File: config.mk
export PLATFORM = sky130hd
export DESIGN_NAME = if_stage
export DESIGN_NICKNAME = d
export VERILOG_FILES = /design/src/rtl/if_stage.sv
export SDC_FILE = /design/constraint.sdc
export NUM_CORES = 1
export LEC_CHECK = 0
export ABC_AREA = 1
export BUFFER_PORTS_ARGS = -buffer_cell sky130_fd_sc_hd__buf_2
export CAP_MARGIN = 20
export CORE_MARGIN = 2
export CORE_UTILIZATION = 39
export CTS_CLUSTER_DIAMETER = 200
export CTS_CLUSTER_SIZE = 16
export DETAILED_ROUTE_END_ITERATION = 10
export GPL_TIMING_DRIVEN = 0
export PLACE_DENSITY = 0.57
export SETUP_SLACK_MARGIN = 0.2
export SKIP_CTS_REPAIR_TIMING = 1
export SLEW_MARGIN = 15
export SYNTH_ARGS = -nofsm -noshare
export SYNTH_HDL_FRONTEND = slang
export SYNTH_SLANG_ARGS = --single-unit
File: constraint.sdc
create_clock -name clk -period 4.25 [get_ports clk]
set_input_delay 0.85 -clock clk [delete_from_list [all_inputs] [get_ports clk]]
set_output_delay 0.85 -clock clk [all_outputs]
set_load 0.05 [all_outputs]
File: src/rtl/if_stage.sv
// Instruction-fetch stage: owns the PC, drives the instruction-memory request,
// and holds the IF/ID register plus a one-entry skid buffer for freezes.
module if_stage #(
   parameter logic [31:0] RESET_PC = 32'h0000_0000
) (
   input  logic        clk,
   input  logic        rst_n,
   input  logic        Freeze,
   input  logic        Branch_taken,
   input  logic [31:0] Branch_addr,
   output logic        Imem_req,
   output logic [31:0] Imem_addr,
   input  logic        Imem_ready,
   input  logic [31:0] Imem_rdata,
   output logic [31:0] If_id_pc,
   output logic [31:0] If_id_instruction,
   output logic        If_id_valid
);

   localparam logic [0:0] FETCH = 1'b0;
   localparam logic [0:0] HOLD  = 1'b1;

   logic [0:0]  state;
   logic [31:0] pc;
   logic [31:0] pc_plus4;
   logic [31:0] skid_pc;
   logic [31:0] skid_instruction;

   assign pc_plus4  = pc + 32'd4;
   assign Imem_addr = pc;
   // Only the reset gating reaches the outputs combinationally.
   assign Imem_req  = rst_n & (state == FETCH);

   always_ff @(posedge clk or negedge rst_n) begin
      if (!rst_n) begin
         state             <= FETCH;
         pc                <= RESET_PC;
         skid_pc           <= '0;
         skid_instruction  <= '0;
         If_id_pc          <= '0;
         If_id_instruction <= '0;
         If_id_valid       <= 1'b0;
      end else if (Branch_taken) begin
         pc               <= Branch_addr & ~32'd3;
         If_id_valid      <= 1'b0;
         skid_pc          <= '0;
         skid_instruction <= '0;
         state            <= FETCH;
      end else if (state == HOLD) begin
         if (!Freeze) begin
            If_id_pc          <= skid_pc;
            If_id_instruction <= skid_instruction;
            If_id_valid       <= 1'b1;
            state             <= FETCH;
         end
      end else if (Imem_ready) begin
         pc <= pc_plus4;
         if (Freeze) begin
            // Park the accepted word so the freeze costs no refetch.
            skid_pc          <= pc_plus4;
            skid_instruction <= Imem_rdata;
            state            <= HOLD;
         end else begin
            If_id_pc          <= pc_plus4;
            If_id_instruction <= Imem_rdata;
            If_id_valid       <= 1'b1;
         end
      end else if (!Freeze) begin
         If_id_valid <= 1'b0;
      end
   end

endmodule

==> results.json <==
{
  "outcome": "finished clean",
  "via_per_inst": 4.88,
  "worstSetupStartpoint": "state$_DFF_PN0_",
  "first_pass_iters": 5,
  "synth_cell_types": 34,
  "p_leak_nw": 4.83,
  "ys_seq_elements": 158,
  "grt_pass1_vias": 6874,
  "finClkSkew_ps": 8.02,
  "hpwl_um": 17600,
  "antenna_found_initial": 0,
  "start_util_pct": 39.6,
  "grt_max_degree": 82,
  "avgRoutedWirePerCell_um": 16.2,
  "drv_cap": 0,
  "drc_errors": 0,
  "antenna_cells": 0,
  "vias": 7105,
  "numCtsBuffers": 17,
  "num-nets-final": 1247,
  "worstSetupPathType": "flip-flop to output pin",
  "tns_ps": 0,
  "grt_pass1_wl_um": 37500,
  "drv_slew": 0,
  "setup_violations": 0,
  "fp.dieArea_sq_um": 20800,
  "clock_sinks": 158,
  "yosysWarnings": 0,
  "worstPathArrival_ps": 1910,
  "end_kind": "output pin",
  "clkSlewWorstSetupHoldPaths_ps": 60,
  "drive_above_1_share_pct": 20.3,
  "drt-total-wl_um": 23600,
  "clockBufferDepth": 2,
  "syn_avg_cell_area_sq_um": 7.70,
  "power_density_nw_per_um2": 502,
  "synth.most_common_cell": "nand2_1",
  "synthFlopType": "dfrtp_1",
  "tightest_slew_ps": 787,
  "r2r_start": "Imem_addr[2]$_DFFE_PN0N_",
  "drtIter0Drc": 495,
  "synth_edf_count": 0,
  "syn_inst": 995,
  "ys_seq_area_share_pct": 51.6,
  "chipWidth_um": 144,
  "peakVddDrop_mv": 0.300,
  "area.growth.synth_to_final_pct": 23.2,
  "dieHeight_um": 144,
  "clk_latency_ps": 430,
  "io_buffers": 161,
  "synthTopCellsByArea": "dfrtp_1 52%, nand2_1 18%, nor2_1 4.8%",
  "cts_tree": "built",
  "timing.final.crit_period_ps": 2760,
  "crit_fanout": 10,
  "core_area_sq_um": 19300,
  "fmax_mhz": 363,
  "async_flop_share_pct": 100,
  "fin_area_sq_um": 9430,
  "synth.top_cell.area_share_pct": 51.6,
  "io_pins": 167,
  "cp.required_ps": 3400,
  "syn_area_sq_um": 7660,
  "ys_top_cells_by_count": "369 x nand2_1, 158 x dfrtp_1, 97 x nor2_1",
  "synth.largest_area_cell": "dfrtp_1",
  "p_total_mw": 4.74,
  "finalCritPeriodShare_pct": 64.9,
  "grt-ovfl-total": 0,
  "rsz0062_at_grt": "no",
  "hold_class": "input port to async pin",
  "ant_nets": 0,
  "gp_congestion": 0.915,
  "track_usage_pct": 23.8,
  "fin_util_pct": 48.8,
  "slew_headroom_pct": 47.5,
  "placed_area_sq_um": 8840,
  "cts.htree.levels": 4,
  "hold_viol_final": 0,
  "startpoint_type": "flip-flop",
  "root_buffer": "clkbuf_16",
  "placementRows": 51
}
cells in the final DEF, fill, tap and decap left out, types with 21 or more instances in the layout:
master | synthesis | routed
a21oi_1 | 43 | 43
a31oi_1 | 34 | 34
buf_2 | 21 | 181
clkbuf_1 | 21 | 21
dfrtp_1 | 158 | 158
inv_1 | 71 | 71
nand2_1 | 369 | 369
nand3_1 | 62 | 62
nor2_1 | 97 | 97
o21ai_0 | 36 | 36
critical path, cell delays in order (launching register included):
cell and delay (ps):
dfrtp_1 450, buf_2 300, buf_1 420, nor2_1 90, buf_2 220
routing by layer:
layer	track usage [%]	routed length [um]	up-vias
met5	0	0	-
met2	39.0	10800	228
met4	6.90	391	0
met1	33.1	11100	3289
li1	-	-	3555
met3	3.25	1280	33
path summary, 6_finish.rpt:
kind	end	slack (ps)	cells past startpoint
worst min register to register	If_id_pc[19]$_DFFE_PN0P_	470	2
min in group clk	If_id_pc[19]$_DFFE_PN0P_	470	2
worst max-delay path	Imem_req	1490	4
max in group asynchronous	If_id_pc[28]$_DFFE_PN0P_	3030	2
worst min-delay path	If_id_instruction[3]$_DFFE_PN0P_	420	1
worst max register to register	Imem_addr[14]$_DFFE_PN0N_	1940	9
cells by family (layout without fill, tap and decap cells):
group / Yosys count / count (layout) / synth area share (%)
adders and majority gates: 1 / 1 / 0.163
and+or+nand+nor: 545 / 545 / 28.5
AOI/OAI and AO/OA: 153 / 153 / 11.8
buffers and inverters: 129 / 323 / 7.01
xor gates and xnor gates: 8 / 8 / 0.915
other: 1 / 2 / 0.0490
DFF: 158 / 158 / 51.6
power breakdown:
group	switching (mW)	leakage, nW	total [mW]	internal [mW]
sequential	0.154	1.94	1.87	1.71
clock	0.661	0.292	1.55	0.893
combinational	1.00	2.60	1.32	0.315
flip-flops by register name, indices dropped and copies added (netlist names):
name               count
If_id_instruction     32
If_id_pc              31
If_id_valid            1
Imem_addr             30
skid_instruction      32
skid_pc               31
state                  1
metrics by stage:
stage,setup WS [ps],hold slack (ps),cells
floorplan,1880,449,996
global placement,-735,461,1422
detailed placement,1580,461,1423
CTS,1460,435,1455
global route,1350,462,1455
finish,1490,420,1455
area by class of cell:
type	instances	area, sq um
buffer	51	244
sequential	158	3950
fill	1966	9900
multi-input combinational	709	3170
timing repair buffer	162	843
clock inverter	14	156
tap	265	332
clock buffer	18	439
inverter	78	293
Power figures use the tool's default switching activity.
